<file path="src/rtl/wb_port_arbiter_pkg.sv">
// Shared definitions for the register-file write-port arbiter and its result FIFO.
package wb_port_arbiter_pkg;

  // Arbiter FSM encoding; kept as plain constants so legacy code can compare against them.
  localparam logic [0:0] ST_NORMAL = 1'b0;
  localparam logic [0:0] ST_DRAIN  = 1'b1;

  // Which source owns the write port in the current cycle.
  typedef enum logic [1:0] {
    GNT_NONE = 2'd0,
    GNT_PIPE = 2'd1,
    GNT_FIFO = 2'd2
  } gnt_src_e;

endpackage

</file>
<file path="src/rtl/wb_port_arbiter_fifo.sv">
// Small synchronous FIFO holding MDU results until they win the register-file write port.
// It also exposes per-entry valid bits and addresses for the pending-write hazard compare.
module wb_result_fifo
  import wb_port_arbiter_pkg::*;
#(
  parameter int DATA_W = 32,
  parameter int ADDR_W = 5,
  parameter int DEPTH  = 2,
  localparam int PTR_W = $clog2(DEPTH),
  localparam int CNT_W = PTR_W + 1
) (
  input  logic                          clk,
  input  logic                          rst_n,
  input  logic                          push,
  input  logic [ADDR_W-1:0]             push_addr,
  input  logic [DATA_W-1:0]             push_data,
  input  logic                          pop,
  output logic [ADDR_W-1:0]             head_addr,
  output logic [DATA_W-1:0]             head_data,
  output logic                          full,
  output logic                          empty,
  output logic [CNT_W-1:0]              count,
  output logic [DEPTH-1:0]              entry_valid,
  output logic [DEPTH-1:0][ADDR_W-1:0]  entry_addr
);

  logic [ADDR_W-1:0] mem_addr [DEPTH];
  logic [DATA_W-1:0] mem_data [DEPTH];
  logic [PTR_W-1:0]  rd_ptr;
  logic [PTR_W-1:0]  wr_ptr;

  // Depth is a power of two, so pointer overflow gives the modulo wrap for free.
  always_ff @(posedge clk or negedge rst_n) begin
    if (!rst_n) begin
      rd_ptr <= '0;
      wr_ptr <= '0;
      count  <= '0;
      for (int i = 0; i < DEPTH; i++) begin
        mem_addr[i] <= '0;
        mem_data[i] <= '0;
      end
    end else begin
      if (push) begin
        mem_addr[wr_ptr] <= push_addr;
        mem_data[wr_ptr] <= push_data;
        wr_ptr           <= wr_ptr + 1'b1;
      end
      if (pop) begin
        rd_ptr <= rd_ptr + 1'b1;
      end
      case ({push, pop})
        2'b10:   count <= count + 1'b1;
        2'b01:   count <= count - 1'b1;
        default: count <= count;
      endcase
    end
  end

  assign head_addr = mem_addr[rd_ptr];
  assign head_data = mem_data[rd_ptr];
  assign full      = (count == CNT_W'(DEPTH));
  assign empty     = (count == '0);

  // An entry is live when its distance from the read pointer is below the occupancy.
  always_comb begin
    for (int i = 0; i < DEPTH; i++) begin
      entry_valid[i] = ({1'b0, PTR_W'(i) - rd_ptr} < count);
      entry_addr[i]  = mem_addr[i];
    end
  end

endmodule

</file>
<file path="src/rtl/wb_port_arbiter.sv">
// Register-file write-port arbiter: pipeline write-back has priority, MDU results queue in
// a FIFO, and a starvation counter forces the queue to drain while the pipeline is stalled.
//   state  | meaning
//   NORMAL | pipeline wins when requesting; FIFO head takes idle cycles; MDU may push
//   DRAIN  | pipeline stalled, MDU blocked, FIFO head popped every cycle until empty
module wb_port_arbiter
  import wb_port_arbiter_pkg::*;
#(
  parameter int DATA_W     = 32,
  parameter int ADDR_W     = 5,
  parameter int FIFO_DEPTH = 2,
  parameter int STARVE_MAX = 3
) (
  input  logic              clk,
  input  logic              rst_n,
  input  logic              pipe_we,
  input  logic [ADDR_W-1:0] pipe_addr,
  input  logic [DATA_W-1:0] pipe_data,
  output logic              pipe_stall,
  input  logic              mdu_valid,
  input  logic [ADDR_W-1:0] mdu_addr,
  input  logic [DATA_W-1:0] mdu_data,
  output logic              mdu_ready,
  input  logic [ADDR_W-1:0] rd_addr_a,
  input  logic [ADDR_W-1:0] rd_addr_b,
  output logic              pend_hit,
  output logic              rf_we,
  output logic [ADDR_W-1:0] rf_addr,
  output logic [DATA_W-1:0] rf_data
);

  localparam int CNT_W = $clog2(FIFO_DEPTH) + 1;
  localparam int STV_W = $clog2(STARVE_MAX + 1);

  logic [0:0]                          state;
  logic [0:0]                          state_nxt;
  logic [STV_W-1:0]                    starve_cnt;
  logic [STV_W-1:0]                    starve_nxt;
  gnt_src_e                            gnt;
  logic [ADDR_W-1:0]                   gnt_addr;
  logic [DATA_W-1:0]                   gnt_data;
  logic                                force_drain;

  logic                                fifo_push;
  logic                                fifo_pop;
  logic [ADDR_W-1:0]                   head_addr;
  logic [DATA_W-1:0]                   head_data;
  logic                                fifo_full;
  logic                                fifo_empty;
  logic [CNT_W-1:0]                    fifo_count;
  logic [FIFO_DEPTH-1:0]               entry_valid;
  logic [FIFO_DEPTH-1:0][ADDR_W-1:0]   entry_addr;

  wb_result_fifo #(
    .DATA_W (DATA_W),
    .ADDR_W (ADDR_W),
    .DEPTH  (FIFO_DEPTH)
  ) u_fifo (
    .clk         (clk),
    .rst_n       (rst_n),
    .push        (fifo_push),
    .push_addr   (mdu_addr),
    .push_data   (mdu_data),
    .pop         (fifo_pop),
    .head_addr   (head_addr),
    .head_data   (head_data),
    .full        (fifo_full),
    .empty       (fifo_empty),
    .count       (fifo_count),
    .entry_valid (entry_valid),
    .entry_addr  (entry_addr)
  );

  // No same-cycle pop credit when full keeps mdu_ready off the arbitration path.
  assign mdu_ready   = !fifo_full && (state == ST_NORMAL);
  assign fifo_push   = mdu_valid && mdu_ready;
  assign force_drain = (state == ST_NORMAL) && !fifo_empty &&
                       (starve_cnt == STV_W'(STARVE_MAX));

  always_comb begin
    gnt        = GNT_NONE;
    fifo_pop   = 1'b0;
    pipe_stall = 1'b0;
    starve_nxt = starve_cnt;
    state_nxt  = state;
    if (state == ST_DRAIN) begin
      pipe_stall = 1'b1;
      starve_nxt = '0;
      if (!fifo_empty) begin
        gnt      = GNT_FIFO;
        fifo_pop = 1'b1;
      end
      if (fifo_count <= CNT_W'(1)) begin
        state_nxt = ST_NORMAL;
      end
    end else if (force_drain) begin
      // The forced pop itself may empty the queue; only stay in DRAIN if something is left.
      pipe_stall = 1'b1;
      gnt        = GNT_FIFO;
      fifo_pop   = 1'b1;
      starve_nxt = '0;
      if ((fifo_count > CNT_W'(1)) || fifo_push) begin
        state_nxt = ST_DRAIN;
      end
    end else if (pipe_we) begin
      gnt        = GNT_PIPE;
      starve_nxt = fifo_empty ? '0 : starve_cnt + 1'b1;
    end else if (!fifo_empty) begin
      gnt        = GNT_FIFO;
      fifo_pop   = 1'b1;
      starve_nxt = '0;
    end else begin
      starve_nxt = '0;
    end
  end

  assign gnt_addr = (gnt == GNT_PIPE) ? pipe_addr : head_addr;
  assign gnt_data = (gnt == GNT_PIPE) ? pipe_data : head_data;

  always_ff @(posedge clk or negedge rst_n) begin
    if (!rst_n) begin
      state      <= ST_NORMAL;
      starve_cnt <= '0;
      rf_we      <= 1'b0;
      rf_addr    <= '0;
      rf_data    <= '0;
    end else begin
      state      <= state_nxt;
      starve_cnt <= starve_nxt;
      // r0 writes still consume the grant but never reach the register file.
      rf_we      <= (gnt != GNT_NONE) && (gnt_addr != '0);
      if (gnt != GNT_NONE) begin
        rf_addr <= gnt_addr;
        rf_data <= gnt_data;
      end
    end
  end

  always_comb begin
    pend_hit = 1'b0;
    for (int i = 0; i < FIFO_DEPTH; i++) begin
      if (entry_valid[i] &&
          (((rd_addr_a != '0) && (entry_addr[i] == rd_addr_a)) ||
           ((rd_addr_b != '0) && (entry_addr[i] == rd_addr_b)))) begin
        pend_hit = 1'b1;
      end
    end
  end

endmodule

</file>
<file path="config.mk">
export PLATFORM = sky130hd
export DESIGN_NAME = wb_port_arbiter
export DESIGN_NICKNAME = d
export VERILOG_FILES = /design/src/rtl/wb_port_arbiter_pkg.sv /design/src/rtl/wb_port_arbiter_fifo.sv /design/src/rtl/wb_port_arbiter.sv
export SDC_FILE = /design/constraint.sdc
export NUM_CORES = 1
export LEC_CHECK = 0
export CAP_MARGIN = 20
export CORE_ASPECT_RATIO = 0.5
export CORE_MARGIN = 8
export CORE_UTILIZATION = 50
export DETAILED_ROUTE_END_ITERATION = 7
export PLACE_DENSITY_LB_ADDON = 0.15
export SLEW_MARGIN = 20
export SYNTH_ARGS = -nofsm -noshare
export SYNTH_HDL_FRONTEND = slang
export SYNTH_SLANG_ARGS = --single-unit
</file>
<file path="constraint.sdc">
create_clock -name clk -period 2.25 [get_ports clk]
set_input_delay 0.45 -clock clk [delete_from_list [all_inputs] [get_ports clk]]
set_output_delay 0.45 -clock clk [all_outputs]
set_load 0.01 [all_outputs]
</file>
==> metrics.md <==
| Metric | Value |
|---|---|
| R2R Path End | rf_we$_DFF_PN0_ |
| Post-synth EDFFs | 0 |
| Power, Total | 10800 uW |
| # rows | 26 |
| Seq cells post-synth | 119 |
| Pin count of the biggest net entering global routing | 48 |
| Final setup fails | 1 |
| Register area share after synthesis | 56.0% |
| Latest clock arrival within the worst-skew pair | 410 ps |
| Synth-to-Final Area Change | 44.5% |
| Fmax | 434 MHz |
| Worst-path maximum fanout | 2 |
| Max_slew headroom | 53.6% |
| Flop2flop setup slack | 310 ps |
| CTS tree | done |
| Number of global-route vias before repair | 4301 |
| First-pass GRT wire length | 21900 um |
| Synth cell types | 33 |
| Simple-gate area share of the yosys netlist | 3.79% |
| Startpoint types | input pin |
| H-tree Lvls | 4 |
| Finished Core Util | 74.7% |
| Commonest cells in the synthesized netlist | dfrtp_1, mux2_1, o21ai_0 |
| Status | finished with violations |
| CTS root buf | clkbuf_16 |
| Post-DRT Antenna Nets | 0 |
| Multi-input gate area | 0.00232 mm2 |
| Die width | 162 um |
| Final critical-path required period | 2300 ps |
| Leakage | 0.00328 uW |
| Post-synthesis compound-gate area fraction | 9.18% |
| Storage cell area | 0.00298 mm2 |
| Largest family of logic cells by synthesized area | multiplexers |
| Post-Synth XOR/XNOR Area | 3.96% |
| Vias per cell | 5.40 |
| Clock transition at path regs | 60 ps |
| Power Density | 1410 mW/mm2 |
| Hold-fix buffers at CTS | 0 |
| Final antenna diode count | 0 |
| Crit path from | rd_addr_b[2] |
| Placeable Area | 0.0103 mm2 |
| Synth top area cells | dfrtp_1, mux2_1, mux2i_1, a22oi_1, mux2_2 |
| Layout cells sized above 1 | 19.8% |
| Maximum vdd ir drop | 801 uV |
| CTS Sinks | 119 |
| PnR worst setup slack | -53.9 ps |
| Final hold viol count | 0 |
| Mapped cell area | 0.00531 mm2 |
| Vias | 3848 |
| Adder and majority gate portion of the synthesized area | 1.18% |
| Port buffer count | 128 |
| Hold crit path type | in -> async |
| Initial Utilization | 51.7% |
| HPWL Detailed | 9140 um |
| CP Class | in -> out |
| Post-synth ARST share | 100% |
| Filler cells | 718 |
| Gr ovfl total | 0 |
| Setup repair after global routing missed its margin | yes |
| Final #Nets | 652 |
| GP Congestion | 0.873 |
| Max Cap Viol | 0 |
| Gate count of the mapped netlist | 400 |
| CTS buffer count | 17 |
| Top FF cell, synth | dfrtp_1 |
| DP Worst Slack | -683 ps |
| I/O pin cnt | 129 |
| Most frequent cell after synthesis | dfrtp_1 |
| Multiplexer share of the synthesized area | 23.3% |
| Initial drt markers | 180 |
| Crit Reg-Reg Startpoint | u_fifo.rd_ptr$_DFFE_PN0N_ |
| Initial antenna violation count | 0 |
| Net Count, Synth | 493 |
| Worst Clk Skew | 7.95 ps |
| DRC | 0 |
| Max-slew violations | 0 |
| Drt wl/cell | 18.5 um |
| Worst Path Required | 1800 ps |
| Drt pass-1 iters | 4 |
| R2R depth | 5 |
| Fin crit share | 102% |
| GRT Total Usage | 19.4% |
| Drt total wl | 13200 um |
| Syn Area/Cell | 13.3 um2 |
| Setup crit end kind | output port |
| Violated checks | setup timing |
| Worst-margin pin slew | 696 ps |
| Die height | 88.9 um |
| Die footprint | 0.0144 mm2 |
| Top cell type's share of synthesized area | 56.0% |
| Post-synth top area cell | dfrtp_1 |
| Max clock buf depth | 2 |
| Crit path DAT | 1850 ps |
| Synth Warn # | 0 |
| Hold WS | 26.8 ps |
| CP endpoint | pend_hit |
-- worst min path at each step --
stage	slack (ps)	endpoint
after floorplan	150	rf_addr[0]$_DFFE_PN0P_
after global placement	430	starve_cnt[0]$_DFF_PN0_
after detailed placement	440	starve_cnt[0]$_DFF_PN0_
after CTS	40	u_fifo.mem_data[42]$_DFFE_PN0P_
after global routing	50	u_fifo.mem_data[42]$_DFFE_PN0P_
final	30	u_fifo.mem_data[42]$_DFFE_PN0P_
-- flip-flops by register name (all words and copies together) (netlist names) --
name and flops:
u_fifo.entry_addr 10, u_fifo.wr_ptr 1, state 1, starve_cnt 2, u_fifo.rd_ptr 1, rf_data 32
rf_addr 5, rf_we 1, u_fifo.count 2, u_fifo.mem_data 64
-- area by class of cell --
cell class / count / share of cell area, %
clock buffers: 17 / 5.54
clock inverters: 15 / 2.04
flip-flops and latches: 119 / 38.8
multi-input cells: 255 / 30.2
inverters: 3 / 0.147
well taps: 140 / 2.28
repair buffers: 163 / 21.0
-- worst max-delay path, cell delays in order --
cell	delay, ps
clkdlybuf4s15_2	190
or4_4	540
nor2_4	150
nor4_4	70
o32ai_2	240
a21oi_1	70
buf_2	140
-- per-layer routing --
metal / vias up / share of wire (%) / track usage (%)
met5: - / 0 / 0
met4: 0 / 1.7 / 7.34
met3: 19 / 5.0 / 6.34
met2: 79 / 49 / 32.9
met1: 1968 / 44 / 23.0
li1: 1782 / - / -
-- report_power, final --
group / switching (uW) / total, uW / internal (uW)
combinational: 1920 / 4310 / 2390
sequential: 629 / 3870 / 3240
clock: 995 / 2620 / 1630
-- cells by family after synthesis --
family,count (synthesis)
compound gates,79
xor+xnor,24
fa+ha+maj,5
buf+inv,26
flops,119
mux,114
simple gates,33
-- metrics by stage --
step | instances | setup TNS [ps] | instance area (um2)
floorplan | 400 | 0 | 5310
global placement | 677 | -633 | 6970
detailed placement | 677 | -683 | 6970
CTS | 712 | -65.6 | 7630
global route | 712 | -146 | 7680
finish | 712 | -53.9 | 7680
-- layout by cell type, fill, tap and decap left out, drive strengths merged, types with 3 or more instances in the layout --
| cell type | instances |
|---|---|
| a21oi | 3 |
| a22oi | 32 |
| buf | 37 |
| clkbuf | 17 |
| clkdlybuf4s15 | 5 |
| clkdlybuf4s50 | 114 |
| clkinv | 7 |
| clkinvlp | 5 |
| dfrtp | 119 |
| dlygate4sd2 | 7 |
| ha | 5 |
| inv | 4 |
| mux2 | 77 |
| mux2i | 37 |
| nand2 | 7 |
| nand3 | 3 |
| nor2 | 7 |
| nor4 | 5 |
| o21ai | 39 |
| xnor2 | 15 |
| xor2 | 9 |
-- what timing repair did --
action | CTS | global route
gates cloned | 0 | 0
resized for setup | 34 | 10
buffers inserted | 3 | 0
endpoints found under the setup margin | 3 | 2
pin swaps | 13 | 6
(Power assumes the default switching activity.)
